<file path="src/rtl/uart_pwm_cmd_decoder_pkg.sv">
// Shared definitions for the UART -> multi-channel PWM command decoder.
//   - Protocol byte values (line feed terminator, ACK, NAK).
//   - Parser state encoding.
//   - Saturating 8-bit increment used by the error counter.
package uart_pwm_cmd_decoder_pkg;

    localparam logic [7:0] BYTE_LF  = 8'h0A;
    localparam logic [7:0] BYTE_ACK = 8'h4B;   // 'K'
    localparam logic [7:0] BYTE_NAK = 8'h45;   // 'E'

    typedef enum logic [1:0] {
        ST_IDLE    = 2'd0,
        ST_DATA    = 2'd1,
        ST_TERM    = 2'd2,
        ST_DISCARD = 2'd3
    } state_t;

    function automatic logic [7:0] sat_inc8(input logic [7:0] v);
        return (v == 8'hFF) ? v : v + 8'd1;
    endfunction

endpackage

</file>
<file path="src/rtl/uart_pwm_cmd_decoder_pw_scale_clamp.sv">
// pw_scale_clamp: combinational payload -> pulse width conversion.
//   payload in  : raw payload in units (W_PAY bits, unsigned)
//   cycles  out : clamp(payload, UNIT_MIN, UNIT_MAX) * CYC_PER_UNIT, W_PW bits
module pw_scale_clamp #(
    parameter int UNIT_MIN     = 500,
    parameter int UNIT_MAX     = 2500,
    parameter int CYC_PER_UNIT = 27,
    parameter int W_PW         = 20,
    parameter int W_PAY        = 16
) (
    input  logic [W_PAY-1:0] payload,
    output logic [W_PW-1:0]  cycles
);

    localparam longint PROD_MAX = longint'(UNIT_MAX) * longint'(CYC_PER_UNIT);

    // The largest product must fit the output, otherwise widths silently wrap.
    generate
        if (PROD_MAX >= (longint'(1) << W_PW)) begin : g_range_check
            $error("pw_scale_clamp: UNIT_MAX*CYC_PER_UNIT does not fit in W_PW bits");
        end
    endgenerate

    logic [31:0] p32;
    logic [31:0] units;

    assign p32 = 32'(payload);

    always_comb begin
        units = p32;
        if (p32 < 32'(UNIT_MIN))
            units = 32'(UNIT_MIN);
        else if (p32 > 32'(UNIT_MAX))
            units = 32'(UNIT_MAX);
    end

    // Constant multiply; range check above guarantees no loss in truncation.
    assign cycles = W_PW'(units * 32'(CYC_PER_UNIT));

endmodule

</file>
<file path="src/rtl/uart_pwm_cmd_decoder.sv">
// uart_pwm_cmd_decoder: parses [CH][payload MSB..LSB][0x0A] frames from uart_rx,
// updates one of NUM_CH pulse-width registers and answers each frame with a
// single ACK/NAK byte towards uart_tx.
//   clk, reset_uart      : clock, synchronous active-high reset
//   rx_valid, rx_data    : received byte strobe and value
//   tx_busy              : uart_tx busy; byte is taken when tx_en && !tx_busy
//   tx_en, tx_data       : pending response request and its byte
//   pulse_width          : NUM_CH x W_PW flattened, channel c at [c*W_PW +: W_PW]
//   ch_update            : one-cycle one-hot strobe of the channel just written
//   err_count            : saturating count of rejected frames
module uart_pwm_cmd_decoder
    import uart_pwm_cmd_decoder_pkg::*;
#(
    parameter int NUM_CH        = 4,
    parameter int PAYLOAD_BYTES = 2,
    parameter int W_PW          = 20,
    parameter int CYC_PER_UNIT  = 27,
    parameter int UNIT_MIN      = 500,
    parameter int UNIT_MAX      = 2500,
    parameter int UNIT_DEFAULT  = 1500,
    parameter int TIMEOUT_CYC   = 270000
) (
    input  logic                   clk,
    input  logic                   reset_uart,
    input  logic                   rx_valid,
    input  logic [7:0]             rx_data,
    input  logic                   tx_busy,
    output logic                   tx_en,
    output logic [7:0]             tx_data,
    output logic [NUM_CH*W_PW-1:0] pulse_width,
    output logic [NUM_CH-1:0]      ch_update,
    output logic [7:0]             err_count
);

    localparam int W_PAY = PAYLOAD_BYTES * 8;
    localparam int CH_W  = (NUM_CH > 1) ? $clog2(NUM_CH) : 1;
    localparam int IDX_W = $clog2(PAYLOAD_BYTES + 1);
    localparam int TO_W  = $clog2(TIMEOUT_CYC + 1);
    localparam logic [W_PW-1:0] PW_RESET = W_PW'(UNIT_DEFAULT * CYC_PER_UNIT);

    state_t                       state;
    logic [CH_W-1:0]              ch_q;
    logic [IDX_W-1:0]             idx;
    logic [W_PAY-1:0]             payload;
    logic [TO_W-1:0]              to_cnt;
    logic [NUM_CH-1:0][W_PW-1:0]  pw_q;
    logic [W_PW-1:0]              pw_scaled;
    logic                         ch_ok;

    assign ch_ok       = {24'd0, rx_data} < 32'(NUM_CH);
    assign pulse_width = pw_q;

    pw_scale_clamp #(
        .UNIT_MIN     (UNIT_MIN),
        .UNIT_MAX     (UNIT_MAX),
        .CYC_PER_UNIT (CYC_PER_UNIT),
        .W_PW         (W_PW),
        .W_PAY        (W_PAY)
    ) u_scale (
        .payload (payload),
        .cycles  (pw_scaled)
    );

    always_ff @(posedge clk) begin
        if (reset_uart) begin
            state     <= ST_IDLE;
            ch_q      <= '0;
            idx       <= '0;
            payload   <= '0;
            to_cnt    <= '0;
            tx_en     <= 1'b0;
            tx_data   <= 8'h00;
            ch_update <= '0;
            err_count <= 8'h00;
            for (int c = 0; c < NUM_CH; c++) pw_q[c] <= PW_RESET;
        end else begin
            ch_update <= '0;

            // Acceptance drops the request; a response queued below on the
            // same edge overrides this and is sent next (latest wins).
            if (tx_en && !tx_busy)
                tx_en <= 1'b0;

            if (rx_valid) begin
                to_cnt <= '0;
                unique case (state)
                    ST_IDLE: begin
                        if (ch_ok) begin
                            ch_q  <= CH_W'(rx_data);
                            idx   <= '0;
                            state <= ST_DATA;
                        end else if (rx_data != BYTE_LF) begin
                            state     <= ST_DISCARD;
                            err_count <= sat_inc8(err_count);
                            tx_en     <= 1'b1;
                            tx_data   <= BYTE_NAK;
                        end
                    end
                    ST_DATA: begin
                        payload <= (payload << 8) | W_PAY'(rx_data);
                        if (idx == IDX_W'(PAYLOAD_BYTES - 1))
                            state <= ST_TERM;
                        else
                            idx <= idx + 1'b1;
                    end
                    ST_TERM: begin
                        if (rx_data == BYTE_LF) begin
                            pw_q[ch_q] <= pw_scaled;
                            ch_update  <= NUM_CH'(1) << ch_q;
                            tx_en      <= 1'b1;
                            tx_data    <= BYTE_ACK;
                            state      <= ST_IDLE;
                        end else begin
                            state     <= ST_DISCARD;
                            err_count <= sat_inc8(err_count);
                            tx_en     <= 1'b1;
                            tx_data   <= BYTE_NAK;
                        end
                    end
                    ST_DISCARD: begin
                        if (rx_data == BYTE_LF)
                            state <= ST_IDLE;
                    end
                    default: state <= ST_IDLE;
                endcase
            end else if (state != ST_IDLE) begin
                // Fires on the TIMEOUT_CYC-th consecutive idle cycle.
                if (to_cnt == TO_W'(TIMEOUT_CYC - 1)) begin
                    to_cnt <= '0;
                    state  <= ST_IDLE;
                    if (state != ST_DISCARD) begin
                        err_count <= sat_inc8(err_count);
                        tx_en     <= 1'b1;
                        tx_data   <= BYTE_NAK;
                    end
                end else begin
                    to_cnt <= to_cnt + 1'b1;
                end
            end
        end
    end

endmodule

</file>
<file path="config.mk">
export PLATFORM = sky130hd
export DESIGN_NAME = uart_pwm_cmd_decoder
export DESIGN_NICKNAME = d
export VERILOG_FILES = /design/src/rtl/uart_pwm_cmd_decoder_pkg.sv /design/src/rtl/uart_pwm_cmd_decoder_pw_scale_clamp.sv /design/src/rtl/uart_pwm_cmd_decoder.sv
export SDC_FILE = /design/constraint.sdc
export NUM_CORES = 1
export LEC_CHECK = 0
export ABC_AREA = 0
export CORE_MARGIN = 3
export CORE_UTILIZATION = 55
export DETAILED_ROUTE_END_ITERATION = 7
export PLACE_DENSITY = 0.92
export SLEW_MARGIN = 20
export SYNTH_ARGS = -nofsm -noshare
export SYNTH_HDL_FRONTEND = slang
export SYNTH_HIERARCHICAL = 1
export SYNTH_SLANG_ARGS = --single-unit
</file>
<file path="constraint.sdc">
create_clock -name clk -period 6.3 [get_ports clk]
set_input_delay 0.945 -clock clk [delete_from_list [all_inputs] [get_ports clk]]
set_output_delay 0.945 -clock clk [all_outputs]
set_load 0.03 [all_outputs]
</file>
# Yosys cells after proc, flatten, opt, wreduce, memory -nomap -nowiden
# Cells that the tools add are included.
op_classes:
  multipliers: 1
  n_eq_ne: 18
  reduce_logical: 18
  n_mux: 43
  n_bitwise: 4
  addsub: 3
  shift: 1
  magnitude_cmp: 5
ops:
  columns: ["cell", "n"]
  rows:
  - ["2-to-1 mux 8 bit", 14]
  - ["bitwise mux 80 bit", 1]
  - ["demux 20 bit (select 2 bit)", 1]
  - ["multiplier 32 x 5 -> 20 bit, second input constant", 1]
  - ["2-to-1 mux 32 bit", 1]
  - ["case mux 8 bit (2 select lines)", 2]
  - ["2-to-1 mux 2 bit", 10]
  - ["2-to-1 mux 20 bit", 1]
  - ["adder 19 x 1 -> 19 bit, second input constant", 1]
  - ["equality test 19 bit, second input constant", 1]
  - ["2-to-1 mux 19 bit", 1]
  - ["> comparator 16 x 12 -> 1 bit, second input constant", 1]
  - ["less-than comparator 16 x 9 -> 1 bit, second input constant", 1]
  - ["2-to-1 mux 16 bit", 1]
  - ["OR 16 x 8 -> 16 bit", 1]
  - ["!= test 3 bit, second input constant", 5]
  - ["nonzero test 2 bit", 5]
  - ["adder 8 x 1 -> 8 bit, second input constant", 1]
  - ["equality test 8 x 4 -> 1 bit, second input constant", 1]
  - ["equality test 8 bit, second input constant", 1]
  - ["less-than comparator 8 x 3 -> 1 bit, second input constant", 1]
  - ["!= test 8 x 4 -> 1 bit, second input constant", 1]
  - ["case mux 2 bit (4 select lines)", 1]
  - ["2-to-1 mux 1 bit", 7]
  - ["other kinds (24)", 32]
word_totals:
  wordCells: 106
  reg_bits: 142
  inputBits: 12
  out_inout_bits: 101

# Depth between registers and ports, before layout
logic_depth:
  ltp_word: 7
  ltp_mapped: 23
  depth_no_buf: 21

# Hierarchy
# Netlist, hierarchy kept.
modules_own_cells:
  columns: ["module", "seq_area_each_um2", "area_each_um2", "cells_each", "n_inst"]
  rows:
  - ["uart_pwm_cmd_decoder", 2742.6, 5376.4, 653, 1]
  - ["pw_scale_clamp", 0.0, 2202.1, 278, 1]

# Least setup slack after synthesis
# OpenSTA, ideal clock, no wires.
synth_path:
  path_type: "register to register"
  start: "reg payload[13]"
  end: "reg pw_q, in the netlist pulse_width[15]"
  arrival_ns: 4.532
  required_time_ns: 6.237
  stages_incl_launch_ff: 18
  path_slack_ns: 1.705
  period_less_slack_ns: 4.595
  cell_sequence: "dfxtp_1 > or4_2 > a21oi_1 > a21o_1 > ha_1 > fa_1 > inv_1 > fa_1 > inv_1 > ha_1 > a21oi_1 > and2b_1 > o21a_1 > nor4b_2 > o31ai_1 > xnor2_1 > nand2_1 > nand3b_1"
synth_via:
  elab_chain_cells: 5
synth_lines:
  columns: ["item", "line", "source"]
  rows:
  - ["from (decl)", "uart_pwm_cmd_decoder.sv:44", "logic [W_PAY-1:0] payload;"]
  - ["from (signal assigned)", "uart_pwm_cmd_decoder.sv:100", "payload <= (payload << 8) | W_PAY'(rx_data);"]
  - ["> comparator 16 x 12 -> 1 bit", "uart_pwm_cmd_decoder_pw_scale_clamp.sv:33", "else if (p32 > 32'(UNIT_MAX))"]
  - ["2-to-1 mux 16 bit", "uart_pwm_cmd_decoder_pw_scale_clamp.sv:33", null]
  - ["2-to-1 mux 32 bit (*)", "uart_pwm_cmd_decoder_pw_scale_clamp.sv:31", "if (p32 < 32'(UNIT_MIN))"]
  - ["multiplier 32 x 5 -> 20 bit (*)", "uart_pwm_cmd_decoder_pw_scale_clamp.sv:38", "assign cycles = W_PW'(units * 32'(CYC_PER_UNIT));"]
  - ["net pw_scaled[15]", "uart_pwm_cmd_decoder.sv:47", "logic [W_PW-1:0] pw_scaled;"]
  - ["bitwise mux 80 bit (*)", "uart_pwm_cmd_decoder.sv:108", "pw_q[ch_q] <= pw_scaled;"]
  - ["to (signal, indexed assignment)", "uart_pwm_cmd_decoder.sv:108", null]
  - ["to (decl)", "uart_pwm_cmd_decoder.sv:46", "logic [NUM_CH-1:0][W_PW-1:0] pw_q;"]
# Mark *: on every way through the listed nets, which the timed path passes. The rest lies on a longest branch.
# A chain may end at the register's enable or synchronous reset.

# Worst setup path after layout
layout_path:
  start: "reg payload[6]"
  end: "reg pw_q, in the netlist pulse_width[33]"
# The elaborated chain is that of the path after synthesis.

==> run metrics <==
final hold vios 0; Setup Fix Bufs, Post-CTS 0; DRC Markers 0; post-place setup slack 1.15 ns; CP Data Required Time 6.64 ns; Startpoint Class flip-flop; asr flop ratio synth 0%; Ports 113; Peak VDD IR 207 uV; # fillers 930; Worst Setup Path Type flip-flop to flip-flop; Setup Viol. Count Final 0; TritonCTS Sinks 137; DR pass1 iterations 6; most frequent cell after synthesis nand2_1; sequential share of the synthesized area 36.2%; crit-path max FO 12; number of port buffers 109; via count 7,226; drt via density 5.94; Hold Path Class flip-flop to flip-flop; Area growth syn-to-layout 23.4%; CTS root buf clkbuf_16; drt first-iter violations 1,135; post-synthesis average cell area 8.14 um^2; total grt overflow 0; first-pass GRT wire length 33.0 mm; post-CTS sizing 0; hold depth 2; post-synthesis cell type count 68; Hold Path Origin pulse_width[16]; cts bufs inserted 17; min Tclk post-route 5.32 ns; Synth Register Bits 137; Initial Utilization 56.8%; Worst path max stage delay 0.50 ns; worst skew pair latency 0.42 ns; slowest CP cell fa_1; critical path, cell by cell and3_1 -> o2111ai_1 -> nand2_1 -> o2bb2ai_1 -> nand2_1 -> or2_2 -> ha_1 -> xor2_1 -> ha_1 -> inv_1 -> fa_1 -> inv_1 -> ha_1 -> a21oi_1 -> o21ai_0 -> a221o_1 -> a31oi_1 -> xnor2_1 -> nand2_1 -> a21oi_1; Final Skew 0.00817 ns; RSZ-0062 raised after global routing false; H-tree depth 4; R2R setup slack 0.98 ns; setup TNS 0 ns; Post-synth top flop dfxtp_1; Detailed Place HPWL 14.1 mm; reg-to-reg startpoint payload[6]; hold buffers post-CTS 0; WHS Endpoint pulse_width[16]; Antenna Nets Post-Route 0; R2R cell count 20; top cell type's share of synthesized area 36.2%; Max Cap Viol 0; ranking of synthesized cells by area dfxtp_1 36%, nand2_1 11%, ha_1 7.3%; CTS tree yes; final setup margin 0.978 ns; Post-Route WL 20.8 mm; die width 123 um; Syn Inst Count 931; Post-synth top cells 218 x nand2_1, 137 x dfxtp_1, 93 x a21oi_1; routed len/inst 17.1 um; Yosys top cell by area dfxtp_1; Lkg Pwr 0.00377 uW; arrival time worst endpoint 5.66 ns; number of nets in the layout 1,104; Final Cycle Share 84.5%; Slew Limit Fails 0; actual slew at the worst max-slew pin 0.966 ns; Post-synth EDFFs 0; largest net degree at the start of global routing 125; status finished clean; Rel. slew slack 35.6%; mapped cell area 0.00758 mm^2; gr usage total 27.3%; GP Congestion 1.01; row count 42; fin util 70.1%; PD cells 247 mW/mm^2; worst flop-to-flop path endpoint pulse_width[33]; Setup crit end kind flip-flop; die area 0.0152 mm^2; initial antenna violation count 0; clk buf depth 2; layout cells sized above 1 5.38%; n_diodes 0; vias in the first global route 6,695; Max Freq 188 MHz; Warnings, synthesis 6; die extent in y 123 um; total power 2310 uW; Clock Pin Slew Worst Setup and Hold Paths 0.07 ns; core outline area 0.0133 mm^2
critical path: cells and delay by family, from the launching register on:
family | cells | cell delay, ns
AO/OA/AOI/OAI | 7 | 1.64
adder cells (fa/ha/maj) | 4 | 1.51
AND/OR/NAND/NOR | 5 | 1.09
XOR/XNOR | 2 | 0.47
flip-flops | 1 | 0.43
buffers and inverters | 2 | 0.11
area by class of cell:
cell class / count / area [um^2] / share of cell area [%]
Clock inverter: 15 / 184 / 1.97
Inverter: 56 / 210 / 2.25
Multi-Input combinational cell: 704 / 4460 / 47.7
Sequential cell: 137 / 2740 / 29.3
Timing Repair Buffer: 111 / 1110 / 11.8
Tap cell: 176 / 220 / 2.35
Clock buffer: 17 / 425 / 4.55
cell families (layout without fill, tap and decap cells):
group	Yosys count	count (layout)	synth area share (%)
and+or+nand+nor	411	411	26.1
buffers and inverters	105	199	5.81
xor gates and xnor gates	41	41	4.74
muxes	8	8	1.11
AOI/OAI and AO/OA	161	161	13.1
adders and majority gates	65	65	12.8
other	3	18	0.149
DFF	137	137	36.2
worst max-delay path by stage:
| stage | start | end | slack, ns | depth (start not counted) |
|---|---|---|---|---|
| 5_1_grt | payload[6] | pulse_width[54] | 0.65 | 20 |
| 3_3_place_gp | payload[13] | pulse_width[35] | 1.22 | 17 |
| 3_5_place_dp | payload[13] | pulse_width[35] | 1.15 | 17 |
| 2_1_floorplan | payload[13] | pulse_width[15] | 1.71 | 17 |
| 4_1_cts | payload[13] | pulse_width[35] | 1.10 | 17 |
| 6_report | payload[6] | pulse_width[33] | 0.98 | 20 |
metal layers:
| metal | GRT usage (%) | part of all wire [%] |
|---|---|---|
| met1 | 34.9 | 40 |
| met3 | 6.22 | 8.6 |
| met4 | 11.9 | 4.2 |
| met2 | 44.3 | 48 |
| met5 | 0 | 0 |
cell usage in the layout, fill, tap and decap left out, drive strengths merged, types with 3 or more instances in the layout:
cell type | Yosys | final
nand3b | 33 | 33
inv | 56 | 64
o21ai | 19 | 19
a41oi | 3 | 3
o2bb2ai | 3 | 3
and4 | 3 | 3
xor2 | 20 | 20
nor2 | 53 | 53
nand2 | 218 | 218
a21o | 6 | 6
fa | 21 | 21
clkbuf | 37 | 17
o31ai | 6 | 6
conb | 3 | 18
or3 | 5 | 5
mux2i | 5 | 5
nand4 | 10 | 10
dfxtp | 137 | 137
a31oi | 4 | 4
nor3 | 11 | 11
or4 | 7 | 7
a21oi | 93 | 93
o21a | 3 | 3
a311oi | 3 | 3
ha | 44 | 44
nand3 | 20 | 20
nor2b | 9 | 9
mux2 | 3 | 3
nor4 | 7 | 7
o211ai | 4 | 4
clkdlybuf4s50 | 0 | 108
xnor2 | 21 | 21
and3 | 9 | 9
or2 | 6 | 6
clkinvlp | 0 | 4
nand2b | 9 | 9
buf | 12 | 3
sequential cells by signal, summed over array words and instances, names as in the netlist:
name	flops
pulse_width	80
to_cnt	19
payload	16
err_count	8
ch_update	4
tx_data	3
ch_q	2
idx	2
state	2
tx_en	1
through the flow:
step	instances	cell area [um^2]	hold slack, ns
after global placement	1184	8740	0.438
final	1216	9350	0.449
after global routing	1216	9350	0.466
after CTS	1216	9350	0.453
after floorplan	946	7630	0.449
after detailed placement	1184	8740	0.443
power by group:
part | switching [uW] | total (uW) | internal [uW]
registers | 12.1 | 885 | 873
clock network | 428 | 1030 | 600
logic | 262 | 396 | 134
total | 702 | 2310 | 1610
Power figures use the tool's default switching activity.
